<file path="src/rtl/mem_access_seq_if.sv">
// Request/response and LC-3 memory handshake bundle for mem_access_seq.
// Latency: none, this is wiring only.
// Backpressure: req_ready from the sequencer; memory side stalls via mem_ready.
interface mem_access_seq_if #(
    parameter int DW = 16
);
    // CPU control unit request side
    logic          req_valid;
    logic          req_write;
    logic [DW-1:0] req_addr;
    logic [DW-1:0] req_wdata;
    logic          req_ready;

    // single-cycle completion
    logic          resp_valid;
    logic [DW-1:0] resp_rdata;
    logic          resp_err;
    logic          busy;

    // CPU bus and MAR/MDR controller handshake
    logic          bus_gate;
    logic [DW-1:0] bus_drive;
    logic          ld_mar;
    logic          ld_mdr;
    logic          mio_en;
    logic          rw;
    logic [DW-1:0] mdr_in;
    logic          mem_ready;

    // master: the sequencer, which owns the CPU bus and the memory handshake
    modport master (
        input  req_valid, req_write, req_addr, req_wdata,
        input  mdr_in, mem_ready,
        output req_ready, resp_valid, resp_rdata, resp_err, busy,
        output bus_gate, bus_drive, ld_mar, ld_mdr, mio_en, rw
    );

    // slave: the control unit plus memory controller around the sequencer
    modport slave (
        output req_valid, req_write, req_addr, req_wdata,
        output mdr_in, mem_ready,
        input  req_ready, resp_valid, resp_rdata, resp_err, busy,
        input  bus_gate, bus_drive, ld_mar, ld_mdr, mio_en, rw
    );
endinterface

</file>
<file path="src/rtl/mem_access_seq.sv">
// Sequences one CPU read/write through the LC-3 MAR/MDR memory handshake.
// Latency: accept to resp_valid is 4 cycles with mem_ready on the first wait cycle, +1 per extra wait.
// Backpressure: one access in flight; req_ready only in IDLE, waits bounded by TIMEOUT_CYCLES (0 = unbounded).
module mem_access_seq #(
    parameter int TIMEOUT_CYCLES = 16,
    parameter int DW             = 16
) (
    input  logic              clk,
    input  logic              rst,
    mem_access_seq_if.master  mab
);

    localparam logic [2:0] IDLE    = 3'd0;
    localparam logic [2:0] LD_MAR  = 3'd1;
    localparam logic [2:0] WR_MDR  = 3'd2;
    localparam logic [2:0] WR_WAIT = 3'd3;
    localparam logic [2:0] RD_WAIT = 3'd4;
    localparam logic [2:0] RD_CAP  = 3'd5;
    localparam logic [2:0] DONE    = 3'd6;

    // The counter only has to reach TIMEOUT_CYCLES-1; keep at least one bit
    // so the disabled configuration still elaborates cleanly.
    localparam bit TMO_EN = (TIMEOUT_CYCLES > 0);
    localparam int CW     = TMO_EN ? $clog2(TIMEOUT_CYCLES + 1) : 1;
    localparam logic [CW-1:0] CNT_LAST = TMO_EN ? CW'(TIMEOUT_CYCLES - 1) : '0;

    // Captured request, held stable for the whole access.
    typedef struct packed {
        logic          write;
        logic [DW-1:0] addr;
        logic [DW-1:0] wdata;
    } req_t;

    logic [2:0]    state_q;
    logic [2:0]    state_d;
    req_t          req_q;
    logic [CW-1:0] cnt_q;
    logic          err_q;
    logic [DW-1:0] rdata_q;

    logic          in_wait;
    logic          tmo_hit;
    logic          accept;

    assign accept  = (state_q == IDLE) && mab.req_valid;
    assign in_wait = (state_q == WR_WAIT) || (state_q == RD_WAIT);
    // Abort only when memory has not answered in the last allowed cycle;
    // a ready in that same cycle still wins.
    assign tmo_hit = TMO_EN && in_wait && !mab.mem_ready && (cnt_q == CNT_LAST);

    // Next-state selection for the handshake sequence.
    always_comb begin
        state_d = state_q;
        case (state_q)
            IDLE: begin
                if (mab.req_valid) begin
                    state_d = LD_MAR;
                end
            end
            LD_MAR: begin
                state_d = req_q.write ? WR_MDR : RD_WAIT;
            end
            WR_MDR: begin
                state_d = WR_WAIT;
            end
            WR_WAIT: begin
                if (mab.mem_ready || tmo_hit) begin
                    state_d = DONE;
                end
            end
            RD_WAIT: begin
                if (mab.mem_ready) begin
                    state_d = RD_CAP;
                end else if (tmo_hit) begin
                    state_d = DONE;
                end
            end
            RD_CAP: begin
                state_d = DONE;
            end
            DONE: begin
                state_d = IDLE;
            end
            default: begin
                state_d = IDLE;
            end
        endcase
    end

    // State register; reset abandons any access in flight.
    always_ff @(posedge clk) begin
        if (rst) begin
            state_q <= IDLE;
        end else begin
            state_q <= state_d;
        end
    end

    // Request capture, wait counter, error flag and read data capture.
    always_ff @(posedge clk) begin
        if (rst) begin
            req_q   <= '0;
            cnt_q   <= '0;
            err_q   <= 1'b0;
            rdata_q <= '0;
        end else begin
            case (state_q)
                IDLE: begin
                    if (accept) begin
                        req_q.write <= mab.req_write;
                        req_q.addr  <= mab.req_addr;
                        req_q.wdata <= mab.req_wdata;
                    end
                end
                WR_WAIT, RD_WAIT: begin
                    if (mab.mem_ready) begin
                        err_q <= 1'b0;
                    end else if (tmo_hit) begin
                        err_q <= 1'b1;
                    end
                    // Not advanced when disabled so the narrow counter never wraps.
                    if (TMO_EN) begin
                        cnt_q <= cnt_q + CW'(1);
                    end
                end
                RD_CAP: begin
                    // MDR was loaded from memory on the ready edge.
                    rdata_q <= mab.mdr_in;
                end
                DONE: begin
                    cnt_q   <= '0;
                    rdata_q <= '0;
                    err_q   <= 1'b0;
                end
                default: begin
                end
            endcase
        end
    end

    // Output decode: bus driving phases never overlap the memory enable phase.
    always_comb begin
        mab.req_ready  = 1'b0;
        mab.resp_valid = 1'b0;
        mab.resp_rdata = '0;
        mab.resp_err   = 1'b0;
        mab.bus_gate   = 1'b0;
        mab.bus_drive  = '0;
        mab.ld_mar     = 1'b0;
        mab.ld_mdr     = 1'b0;
        mab.mio_en     = 1'b0;
        mab.rw         = 1'b0;
        case (state_q)
            IDLE: begin
                mab.req_ready = 1'b1;
            end
            LD_MAR: begin
                mab.bus_gate  = 1'b1;
                mab.bus_drive = req_q.addr;
                mab.ld_mar    = 1'b1;
            end
            WR_MDR: begin
                // mio_en low so the MDR takes the bus value, not memory.
                mab.bus_gate  = 1'b1;
                mab.bus_drive = req_q.wdata;
                mab.ld_mdr    = 1'b1;
            end
            WR_WAIT: begin
                mab.mio_en = 1'b1;
                mab.rw     = 1'b1;
            end
            RD_WAIT: begin
                // Load MDR from memory exactly in the ready cycle; a timeout never loads.
                mab.mio_en = 1'b1;
                mab.ld_mdr = mab.mem_ready;
            end
            DONE: begin
                mab.resp_valid = 1'b1;
                mab.resp_err   = err_q;
                mab.resp_rdata = (!req_q.write && !err_q) ? rdata_q : '0;
            end
            default: begin
            end
        endcase
    end

    // busy is simply the complement of ready.
    always_comb begin
        mab.busy = ~mab.req_ready;
    end

endmodule
</file>
<file path="src/flat_wrapper.sv">
// flat-port wrapper written by rule: the top's interface ports become plain ports
module mem_access_seq_flat 
#(
    parameter int TIMEOUT_CYCLES = 16,
    parameter int DW             = 16
)
  (clk, rst, mab_req_valid, mab_req_write, mab_req_addr, mab_req_wdata, mab_mdr_in, mab_mem_ready, mab_req_ready, mab_resp_valid, mab_resp_rdata, mab_resp_err, mab_busy, mab_bus_gate, mab_bus_drive, mab_ld_mar, mab_ld_mdr, mab_mio_en, mab_rw);
  mem_access_seq_if #(.DW(DW)) mab_i ();
  input  logic clk;
  input  logic rst;
  input wire logic [$bits(mab_i.req_valid)-1:0] mab_req_valid;
  input wire logic [$bits(mab_i.req_write)-1:0] mab_req_write;
  input wire logic [$bits(mab_i.req_addr)-1:0] mab_req_addr;
  input wire logic [$bits(mab_i.req_wdata)-1:0] mab_req_wdata;
  input wire logic [$bits(mab_i.mdr_in)-1:0] mab_mdr_in;
  input wire logic [$bits(mab_i.mem_ready)-1:0] mab_mem_ready;
  output wire logic [$bits(mab_i.req_ready)-1:0] mab_req_ready;
  output wire logic [$bits(mab_i.resp_valid)-1:0] mab_resp_valid;
  output wire logic [$bits(mab_i.resp_rdata)-1:0] mab_resp_rdata;
  output wire logic [$bits(mab_i.resp_err)-1:0] mab_resp_err;
  output wire logic [$bits(mab_i.busy)-1:0] mab_busy;
  output wire logic [$bits(mab_i.bus_gate)-1:0] mab_bus_gate;
  output wire logic [$bits(mab_i.bus_drive)-1:0] mab_bus_drive;
  output wire logic [$bits(mab_i.ld_mar)-1:0] mab_ld_mar;
  output wire logic [$bits(mab_i.ld_mdr)-1:0] mab_ld_mdr;
  output wire logic [$bits(mab_i.mio_en)-1:0] mab_mio_en;
  output wire logic [$bits(mab_i.rw)-1:0] mab_rw;
  assign mab_i.req_valid = mab_req_valid;
  assign mab_i.req_write = mab_req_write;
  assign mab_i.req_addr = mab_req_addr;
  assign mab_i.req_wdata = mab_req_wdata;
  assign mab_i.mdr_in = mab_mdr_in;
  assign mab_i.mem_ready = mab_mem_ready;
  assign mab_req_ready = mab_i.req_ready;
  assign mab_resp_valid = mab_i.resp_valid;
  assign mab_resp_rdata = mab_i.resp_rdata;
  assign mab_resp_err = mab_i.resp_err;
  assign mab_busy = mab_i.busy;
  assign mab_bus_gate = mab_i.bus_gate;
  assign mab_bus_drive = mab_i.bus_drive;
  assign mab_ld_mar = mab_i.ld_mar;
  assign mab_ld_mdr = mab_i.ld_mdr;
  assign mab_mio_en = mab_i.mio_en;
  assign mab_rw = mab_i.rw;
  mem_access_seq #(.TIMEOUT_CYCLES(TIMEOUT_CYCLES), .DW(DW)) u_core (.clk(clk), .rst(rst), .mab(mab_i));
endmodule
</file>
<file path="config.mk">
export PLATFORM = sky130hd
export DESIGN_NAME = mem_access_seq_flat
export DESIGN_NICKNAME = d
export VERILOG_FILES = /design/src/rtl/mem_access_seq_if.sv /design/src/rtl/mem_access_seq.sv /design/src/flat_wrapper.sv
export SDC_FILE = /design/constraint.sdc
export NUM_CORES = 1
export LEC_CHECK = 0
export BUFFER_PORTS_ARGS = -buffer_cell sky130_fd_sc_hd__buf_4
export CAP_MARGIN = 25
export CORE_MARGIN = 2
export CORE_UTILIZATION = 24
export CTS_BUF_LIST = sky130_fd_sc_hd__clkbuf_4
export CTS_CLUSTER_SIZE = 24
export DETAILED_ROUTE_END_ITERATION = 8
export SYNTH_ARGS = -nofsm -noshare
export SYNTH_HDL_FRONTEND = slang
export SYNTH_SLANG_ARGS = --single-unit
</file>
<file path="constraint.sdc">
create_clock -name clk -period 1.6 [get_ports clk]
set_input_delay 0.24 -clock clk [delete_from_list [all_inputs] [get_ports clk]]
set_output_delay 0.24 -clock clk [all_outputs]
set_load 0.02 [all_outputs]
</file>
==> results of run 1 <==
flip-flops by register name, indices dropped and copies added, names as in the netlist:
signal / cells
u_core.req_q: 33
u_core.rdata_q: 16
u_core.cnt_q: 5
u_core.state_q: 3
u_core.err_q: 1
stage by stage:
| stage | setup TNS [ns] | hold slack, ns |
|---|---|---|
| floorplan | -0.00228 | 0.376 |
| global placement | -0.485 | 0.445 |
| detailed placement | -1.21 | 0.447 |
| CTS | -10.32 | 0.0528 |
| global route | -13.13 | 0.0508 |
| finish | -9.18 | 0.0852 |
layout make-up:
type	count	area share, %
Multi-Input combinational cell	240	35.4
Timing Repair Buffer	143	30.7
Sequential cell	58	26.3
Tap cell	143	4.02
Clock buffer	9	1.52
Clock inverter	5	1.07
Inverter	9	0.984
synth_stat cells, drive strengths merged:
| cell | count |
|---|---|
| a211o | 1 |
| a211oi | 2 |
| a21oi | 40 |
| a221oi | 1 |
| a22o | 16 |
| a22oi | 16 |
| a2bb2oi | 16 |
| a31oi | 1 |
| and2 | 18 |
| and3 | 1 |
| buf | 16 |
| clkbuf | 11 |
| dfxtp | 58 |
| ha | 2 |
| inv | 9 |
| nand2 | 71 |
| nand2b | 1 |
| nand3 | 6 |
| nand3b | 3 |
| nand4 | 1 |
| nand4bb | 1 |
| nor2 | 22 |
| nor3 | 6 |
| o211a | 1 |
| o21a | 2 |
| o21ai | 4 |
| o31ai | 2 |
| or2 | 2 |
| or3 | 3 |
| or3b | 1 |
final timing paths:
path / startpoint / end / slack (ns) / depth (start not counted)
setup / recovery: u_core.state_q[2]$_SDFFE_PP0P_ / mab_bus_drive[1] / -0.27 / 6
hold / removal: mab_req_wdata[8] / u_core.req_q[8]$_SDFFE_PP0P_ / 0.09 / 3
setup reg to reg: u_core.state_q[2]$_SDFFE_PP0P_ / u_core.cnt_q[3]$_SDFFE_PP0P_ / -0.21 / 10
hold reg to reg: u_core.req_q[4]$_SDFFE_PP0P_ / u_core.req_q[4]$_SDFFE_PP0P_ / 0.46 / 2
worst max-delay path, stage by stage, from the launching register on:
cell and delay, ns:
dfxtp_2 0.35, buf_8 0.13, nor3_4 0.19, buf_6 0.13, buf_6 0.12, a22o_1 0.19, buf_6 0.13
power breakdown:
part	total [mW]	switching [mW]	internal [mW]
combinational	4.38	2.19	2.19
clock	0.990	0.545	0.445
sequential	2.02	0.229	1.79
kinds of logic (layout without fill, tap and decap cells):
group                    Yosys count  in the layout  share of synthesized area (%)
AO/OA/AOI/OAI                    102            102                           25.8
adder cells (fa/ha/maj)            2              2                          0.904
buffers and inverters             36            166                           7.37
flip-flops                        58             58                           42.0
AND/OR/NAND/NOR                  136            136                           24.0
per-layer routing:
metal	GRT usage (%)	vias up	share of wire, %
met5	0	-	0
met4	4.44	0	1.0
met3	4.57	8	6.8
met2	24.3	100	51
met1	16.1	1374	42
li1	-	1416	-
timing repair:
action / CTS / global route
setup buffers: 22 / 6
resized for setup: 82 / 28
gates cloned: 1 / 1
setup endpoints to repair: 59 / 93
pin swaps: 24 / 15
==> out/results.tsv, run 1 <==
stage	metric	value	unit
detailed_routing	drt wl/cell	14.7	um
grt	Tot GR Track Use	13.9	%
pwr	Max VDD drop	0.581	mV
place	Port-buffer cells	93	
critical_path	crit-path max FO	7	
clock_tree	Root Buffer	clkbuf_4	
yosys	Post-Syn Nets	389	
floorplanning	row count	39	
sta	fraction of the cycle the final worst path needs	117	%
critical_path	CP endpoint kind	primary output	
yosys	yosys warns	0	
floorplanning	Starting Density	24.4	%
place	DP HPWL	5530	um
yosys	area leader, netlist	dfxtp_1	
sta	Fmax	0.534	GHz
sta	Final WS setup	-0.271	ns
yosys	flops & latches, synth	58	
grt	vias in the first global route	2863	
grt	global route overflow	0	
place	Place WS	-0.0725	ns
clock_tree	H-tree levels	3	
critical_path	CP arrival	1.63	ns
final_layout	Multi-input gate area	1580	sq um
final_layout	Area growth syn-to-layout	60.9	%
sta	minimum clock period after layout	1.87	ns
sta	Final setup viols	46	
grt	largest net degree at the start of global routing	34	
final_layout	final instance area	4450	sq um
critical_path	critical path class	reg -> out	
detailed_routing	WL final	8940	um
final_layout	Layout Cells excl Fill	607	
place	RD Place Congestion	0.806	
floorplanning	Core Region	11300	sq um
detailed_routing	Vias per Instance	4.77	
clock_tree	insertion delay to the later sink of the worst-skew pair	0.39	ns
clock_tree	Clock Sinks	58	
detailed_routing	ANT nets after route	0	
final_layout	most frequent cells in the layout	buf_4, nand2_1, dfxtp_1	
yosys	register area share after synthesis	42.0	%
sta	Final Max Tran Viols	0	
final_layout	share of cells above drive strength 1	42.7	%
clock_tree	CTS max path bufs	2	
floorplanning	Die H	111	um
yosys	post-synthesis instance total	334	
final_layout	ANT cells	0	
clock_tree	CTS tree	built	
yosys	Syn Area/Cell	8.28	sq um
sta	worst slew pin tran	0.446	ns
clock_tree	Hold Buf Count CTS	0	
clock_tree	Num CTS Buffers	9	
critical_path	CP required	1.36	ns
sta	RSZ-0062 raised after global routing	yes	
pwr	Pwr per Cell Area	1660	nW/um^2
yosys	synth top area cells	dfxtp_1, nand2_1, a21oi_1, a22o_1, a2bb2oi_1	
grt	initial antenna violation count	0	
sta	Fin. Hold Viols	0	
clock_tree	register clock-pin slew on the reported worst setup and hold paths	0.11	ns
final_layout	most common cell after layout, fill and taps aside	buf_4	
floorplanning	die width	111	um
final_layout	Final nets	516	
critical_path	Critical Path Start Type	flip-flop	
run_status	outcome	finished, violations left	
floorplanning	Die Footprint	12400	sq um
detailed_routing	routed vias	2898	
final_layout	Final Util	39.3	%
flow_run	Max Cap Viol	0	
hold_path	Worst Hold Class	in -> reg	
final_layout	Fill cells	1125	
yosys	post-synth top area share	42.0	%
floorplanning	Top Ports	94	
place	DP Area	3690	sq um
detailed_routing	First DRT Iteration DRCs	123	
detailed_routing	drt first pass iters	4	
run_status	failing checks	setup timing	
final_layout	Register Area	1170	sq um
pwr	static leakage	1.92	nW
sta	relative slew slack	70.2	%
sta	clock skew	0.0124	ns
place	dpl cells	566	
yosys	post-synth cell types	40	
pwr	total power	7.39	mW
detailed_routing	# DRC	0	
yosys	synthesized cell area	2770	sq um
grt	first-pass GRT wire length	14000	um
Power figures use the tool's default switching activity.
==> inputs of run 2 (changes only) <==
--- a/config.mk
+++ b/config.mk
@@ -7,11 +7,14 @@
 export LEC_CHECK = 0
 export BUFFER_PORTS_ARGS = -buffer_cell sky130_fd_sc_hd__buf_4
 export CAP_MARGIN = 25
+export CELL_PAD_IN_SITES_DETAIL_PLACEMENT = 1
+export CELL_PAD_IN_SITES_GLOBAL_PLACEMENT = 1
 export CORE_MARGIN = 2
 export CORE_UTILIZATION = 24
 export CTS_BUF_LIST = sky130_fd_sc_hd__clkbuf_4
 export CTS_CLUSTER_SIZE = 24
 export DETAILED_ROUTE_END_ITERATION = 8
+export PLACE_DENSITY_LB_ADDON = 0.1
 export SYNTH_ARGS = -nofsm -noshare
 export SYNTH_HDL_FRONTEND = slang
 export SYNTH_SLANG_ARGS = --single-unit
==> out/results.tsv, run 2 (synthesis gave the netlist of run 1 again) <==
stage	metric	value	unit	change
clock_tree	insertion delay to the later sink of the worst-skew pair	0.42	ns	+0.03 ns
sta	clock skew	0.0144	ns	+0.00194 ns
pwr	static leakage	1.94	nW	+1.3%
grt	Tot GR Track Use	15.4	%	+1.5 points
pwr	Pwr per Cell Area	1670	nW/um^2	+0.72%
clock_tree	Num CTS Buffers	9		unchanged
final_layout	ANT cells	0		unchanged
clock_tree	CTS tree	built		
sta	worst slew pin tran	0.540	ns	+0.0941 ns
hold_path	Worst Hold Class	in -> reg		
sta	relative slew slack	64.0	%	-6.2 points
detailed_routing	drt wl/cell	16.1	um	+9.7%
pwr	total power	7.58	mW	+2.5%
detailed_routing	# DRC	0		unchanged
final_layout	final instance area	4530	sq um	+1.8%
floorplanning	Core Region	11300	sq um	unchanged
sta	minimum clock period after layout	1.88	ns	+0.0117 ns
final_layout	Final nets	514		-0.39%
clock_tree	CTS max path bufs	2		unchanged
critical_path	critical path class	reg -> out		
floorplanning	die width	111	um	unchanged
final_layout	most frequent cells in the layout	buf_4, nand2_1, dfxtp_1		
clock_tree	Clock Sinks	58		unchanged
sta	fraction of the cycle the final worst path needs	118	%	+0.73 points
place	RD Place Congestion	0.736		-8.7%
sta	Fin. Hold Viols	0		unchanged
flow_run	Max Cap Viol	0		unchanged
floorplanning	Top Ports	94		unchanged
floorplanning	Die H	111	um	unchanged
critical_path	crit-path max FO	9		+2
clock_tree	H-tree levels	3		unchanged
sta	Final Max Tran Viols	0		unchanged
pwr	Max VDD drop	0.525	mV	-9.7%
place	DP Area	3670	sq um	-0.61%
detailed_routing	WL final	9790	um	+9.5%
critical_path	Worst R2R End	u_core.req_q[28]$_SDFFE_PP0P_		
detailed_routing	ANT nets after route	0		unchanged
clock_tree	register clock-pin slew on the reported worst setup and hold paths	0.11	ns	about the same
detailed_routing	routed vias	2893		-0.17%
final_layout	flip-flop count of the largest register after layout	33		unchanged
sta	Final setup viols	70		+52%
grt	first-pass GRT wire length	15300	um	+9.3%
floorplanning	Die Footprint	12400	sq um	unchanged
grt	largest net degree at the start of global routing	41		+21%
sta	final setup TNS	-9.78	ns	-0.609 ns
critical_path	Critical Path Start Type	flip-flop		
final_layout	share of cells above drive strength 1	47.9	%	+5.3 points
sta	Final WS setup	-0.283	ns	-0.0117 ns
detailed_routing	First DRT Iteration DRCs	46		-63%
final_layout	Fill cells	1318		+17%
sta	RSZ-0062 raised after global routing	yes		
place	dpl cells	563		-0.53%
critical_path	CP endpoint kind	primary output		
place	Place WS	-0.246	ns	-0.173 ns
clock_tree	Root Buffer	clkbuf_4		
critical_path	CP Launch Point	u_core.state_q[1]$_SDFFE_PP0P_		
grt	initial antenna violation count	0		unchanged
critical_path	FF-to-FF path depth	8		-2
floorplanning	Starting Density	24.4	%	unchanged
final_layout	Final Util	40.0	%	+0.71 points
sta	worst-case hold slack	0.0614	ns	-0.0238 ns
critical_path	reg-to-reg startpoint	u_core.state_q[1]$_SDFFE_PP0P_		
critical_path	CP required	1.36	ns	about the same
grt	global route overflow	0		unchanged
floorplanning	row count	39		unchanged
final_layout	most common cell after layout, fill and taps aside	buf_4		
final_layout	Layout Cells excl Fill	606		-0.16%
final_layout	Register Area	1170	sq um	+0.21%
grt	vias in the first global route	3045		+6.4%
run_status	outcome	finished, violations left		
detailed_routing	Vias per Instance	4.77		about the same
place	DP HPWL	5840	um	+5.6%
final_layout	biggest regs	u_core.req_q (33), u_core.rdata_q (16), u_core.cnt_q (5)		
sta	Fmax	0.531	GHz	-0.62%
final_layout	Area growth syn-to-layout	63.8	%	
run_status	failing checks	setup timing		
final_layout	Biggest register	u_core.req_q		
critical_path	Critical Path Sink	mab_bus_drive[1]		
critical_path	r2r setup slk	-0.05	ns	+0.16 ns
detailed_routing	drt first pass iters	4		unchanged
place	Port-buffer cells	93		unchanged
critical_path	CP arrival	1.64	ns	about the same
final_layout	Multi-input gate area	1610	sq um	+1.9%
[run 2: worst min-delay path by stage]
stage,depth (start not counted),start,to
CTS,3,mab_req_wdata[10],u_core.req_q[10]$_SDFFE_PP0P_
global route,3,mab_req_addr[15],u_core.req_q[31]$_SDFFE_PP0P_
detailed placement,2,u_core.req_q[3]$_SDFFE_PP0P_,u_core.req_q[3]$_SDFFE_PP0P_
global placement,2,u_core.req_q[6]$_SDFFE_PP0P_,u_core.req_q[6]$_SDFFE_PP0P_
floorplan,2,mab_req_wdata[0],u_core.req_q[0]$_SDFFE_PP0P_
finish,3,mab_req_addr[9],u_core.req_q[25]$_SDFFE_PP0P_
[run 2: cell type report]
cell class | count | area share (%)
multi-input cells | 240 | 35.5
repair buffers | 141 | 30.9
flip-flops and latches | 58 | 25.9
well taps | 143 | 3.95
clock buffers | 10 | 1.66
clock inverters | 5 | 1.24
inverters | 9 | 0.911
[run 2: per-layer routing]
layer	share of wire [%]	global-route usage, %	vias up
met4	1.4	5.10	0
met2	49	26.1	61
met5	0	0	-
met3	4.4	3.81	11
met1	45	19.2	1404
li1	-	-	1417
[run 2: repair_timing]
item                       4_1_cts  5_1_grt
setup endpoints to repair       61       79
hold buffers                     0        0
resized for setup               94       20
pin swaps                       28       16
setup buffers                   20        4
cloned                           3        4
[run 2: power by group]
group / internal, mW / total [mW] / switching (mW)
combinational: 2.27 / 4.49 / 2.22
sequential: 1.79 / 2.02 / 0.229
clock: 0.483 / 1.07 / 0.586
[run 2: critical path: stages, from the launching register on]
cell	delay, ns
dfxtp_4	0.36
buf_12	0.13
nor3_4	0.15
buf_6	0.15
buf_12	0.13
a22o_1	0.18
buf_6	0.13
==> inputs of run 3 (changes only) <==
--- a/config.mk
+++ b/config.mk
@@ -15,6 +15,8 @@
 export CTS_CLUSTER_SIZE = 24
 export DETAILED_ROUTE_END_ITERATION = 8
 export PLACE_DENSITY_LB_ADDON = 0.1
+export RECOVER_POWER = 25
+export SLEW_MARGIN = 0
 export SYNTH_ARGS = -nofsm -noshare
 export SYNTH_HDL_FRONTEND = slang
 export SYNTH_SLANG_ARGS = --single-unit
==> out/results.tsv, run 3 (synthesis gave the netlist of run 1 again) <==
stage	metric	value	unit	change
run_status	outcome	finished, violations left		
run_status	failing checks	setup timing		
pwr	Seq pwr share	26.7	%	about the same
detailed_routing	drt wl/cell	16.1	um	unchanged
grt	Tot GR Track Use	15.4	%	unchanged
flow_run	Max Cap Viol	0		unchanged
clock_tree	Clock Sinks	58		unchanged
pwr	Max VDD drop	0.525	mV	unchanged
pwr	Pwr per Cell Area	1670	nW/um^2	about the same
critical_path	CP required	1.36	ns	about the same
final_layout	Biggest register	u_core.req_q		
grt	global route overflow	0		unchanged
detailed_routing	First DRT Iteration DRCs	46		unchanged
detailed_routing	routed vias	2893		unchanged
sta	Fin. Hold Viols	0		unchanged
sta	worst slew pin tran	0.540	ns	unchanged
critical_path	r2r setup slk	-0.05	ns	about the same
grt	initial antenna violation count	0		unchanged
place	Port-buffer cells	93		unchanged
detailed_routing	Vias per Instance	4.77		unchanged
floorplanning	Core Region	11300	sq um	unchanged
sta	Final Max Tran Viols	0		unchanged
sta	Final setup viols	71		+1.4%
clock_tree	insertion delay to the later sink of the worst-skew pair	0.42	ns	about the same
sta	final setup TNS	-9.79	ns	-0.00991 ns
detailed_routing	drt first pass iters	4		unchanged
sta	Final WS setup	-0.283	ns	unchanged
sta	RSZ-0062 raised after global routing	yes		
final_layout	Final Util	40.0	%	about the same
clock_tree	Hold Buf Count CTS	0		unchanged
critical_path	instance count on the critical path	6		unchanged
grt	largest net degree at the start of global routing	41		unchanged
clock_tree	register clock-pin slew on the reported worst setup and hold paths	0.11	ns	about the same
sta	Fmax	0.531	GHz	unchanged
hold_path	Hold Path Stages	3		unchanged
pwr	Sw Ratio	40.0	%	+0.045 points
critical_path	crit-path max FO	9		unchanged
final_layout	Register Area	1170	sq um	unchanged
place	DP HPWL	5840	um	unchanged
floorplanning	Top Ports	94		unchanged
critical_path	CP arrival	1.64	ns	about the same
pwr	clock share of power	14.1	%	about the same
floorplanning	Die Footprint	12400	sq um	unchanged
hold_path	Worst Hold Class	in -> reg		
sta	minimum clock period after layout	1.88	ns	unchanged
pwr	Gate power share	59.1	%	about the same
critical_path	CP endpoint kind	primary output		
detailed_routing	WL final	9790	um	unchanged
final_layout	share of cells above drive strength 1	47.9	%	unchanged
final_layout	flip-flop count of the largest register after layout	33		unchanged
final_layout	most common cell after layout, fill and taps aside	buf_4		
grt	first-pass GRT wire length	15300	um	unchanged
critical_path	CP bufs+invs	4		unchanged
sta	clock skew	0.0144	ns	unchanged
critical_path	crit-path max cell delay	0.36	ns	about the same
critical_path	crit-path cells	buf_12 > nor3_4 > buf_6 > buf_12 > a22o_1 > buf_6		
final_layout	Area growth syn-to-layout	63.7	%	about the same
detailed_routing	ANT nets after route	0		unchanged
final_layout	ANT cells	0		unchanged
clock_tree	CTS tree	built		
critical_path	CP delay by family, top	buffers and inverters		
final_layout	Final nets	514		unchanged
floorplanning	row count	39		unchanged
sta	relative slew slack	64.0	%	unchanged
final_layout	Multi-input gate area	1610	sq um	unchanged
clock_tree	CTS max path bufs	2		unchanged
sta	fraction of the cycle the final worst path needs	118	%	unchanged
grt	vias in the first global route	3045		unchanged
floorplanning	Starting Density	24.4	%	unchanged
final_layout	Fill cells	1318		unchanged
critical_path	Critical Path Start Type	flip-flop		
final_layout	most frequent cells in the layout	buf_4, nand2_1, dfxtp_1		
clock_tree	Root Buffer	clkbuf_4		
pwr	P_int	4.54	mW	-0.19%
critical_path	Crit-path slowest cell	dfxtp_4		
place	RD Place Congestion	0.736		unchanged
detailed_routing	# DRC	0		unchanged
pwr	P_sw	3.03	mW	about the same
floorplanning	die width	111	um	unchanged
final_layout	biggest regs	u_core.req_q (33), u_core.rdata_q (16), u_core.cnt_q (5)		
clock_tree	H-tree levels	3		unchanged
critical_path	FF-to-FF path depth	8		unchanged
critical_path	critical path class	reg -> out		
floorplanning	Die H	111	um	unchanged
pwr	static leakage	1.94	nW	about the same
clock_tree	Num CTS Buffers	9		unchanged
[run 3: cell count changes in the layout (fill, tap and decap cells not counted), sizes merged]
cell | previous run | this run
buf | 137 | 136
clkbuf | 13 | 14
[run 3: worst register-to-register path, delay by kind of cell (launching register included)]
| kind | cells | cell delay (ns) |
|---|---|---|
| AO/OA/AOI/OAI | 1 | 0.11 |
| buffers and inverters | 4 | 0.63 |
| flip-flops | 1 | 0.36 |
| AND/OR/NAND/NOR | 3 | 0.48 |
[run 3: power groups by stage]
stage	clock [mW]	combinational [mW]	sequential, mW
6_report	1.07	4.48	2.02
5_1_grt	1.17	4.82	2.07
4_1_cts	1.10	4.11	2.02
3_5_place_dp	0	3.17	2.02
3_3_place_gp	0	3.12	2.01
2_1_floorplan	0	2.17	1.96
[run 3: worst paths after layout]
path                                        from                       endpoint
setup / recovery  u_core.state_q[1]$_SDFFE_PP0P_               mab_bus_drive[1]
hold / removal                   mab_req_addr[9]  u_core.req_q[25]$_SDFFE_PP0P_
setup reg to reg  u_core.state_q[1]$_SDFFE_PP0P_  u_core.req_q[28]$_SDFFE_PP0P_
hold reg to reg    u_core.req_q[15]$_SDFFE_PP0P_  u_core.req_q[15]$_SDFFE_PP0P_
[run 3: routing by layer]
| layer | track usage (%) | vias up | share of wire [%] |
|---|---|---|---|
| li1 | - | 1417 | - |
| met3 | 3.81 | 11 | 4.4 |
| met4 | 5.10 | 0 | 1.4 |
| met2 | 26.1 | 61 | 49 |
| met5 | 0 | - | 0 |
| met1 | 19.2 | 1404 | 45 |
[run 3: cell type report]
cell class / count / area share (%)
Multi-Input combinational cell: 240 / 35.5
Clock buffer: 10 / 1.66
Timing Repair Buffer: 141 / 30.9
Tap cell: 143 / 3.95
Sequential cell: 58 / 25.9
Clock inverter: 5 / 1.24
Inverter: 9 / 0.912
[run 3: through the flow]
step                      hold slack (ns)  power (mW)  area [sq um]  std cells  setup slack (ns)
final                              0.0614        7.57          4530        606            -0.283
after global routing               0.0348        8.06          4530        606            -0.373
after global placement              0.444        5.13          3670        563            -0.134
after floorplan                     0.376        4.13          2780        334          -0.00228
after CTS                          0.0447        7.23          4340        600            -0.329
after detailed placement            0.450        5.19          3670        563            -0.246
[run 3: what timing repair did]
item,in CTS,in global routing
endpoints found under the setup margin,61,79
gates cloned,3,4
pin swaps,28,16
setup buffers,20,4
resized for setup,94,20
endpoints found under the hold margin,0,0
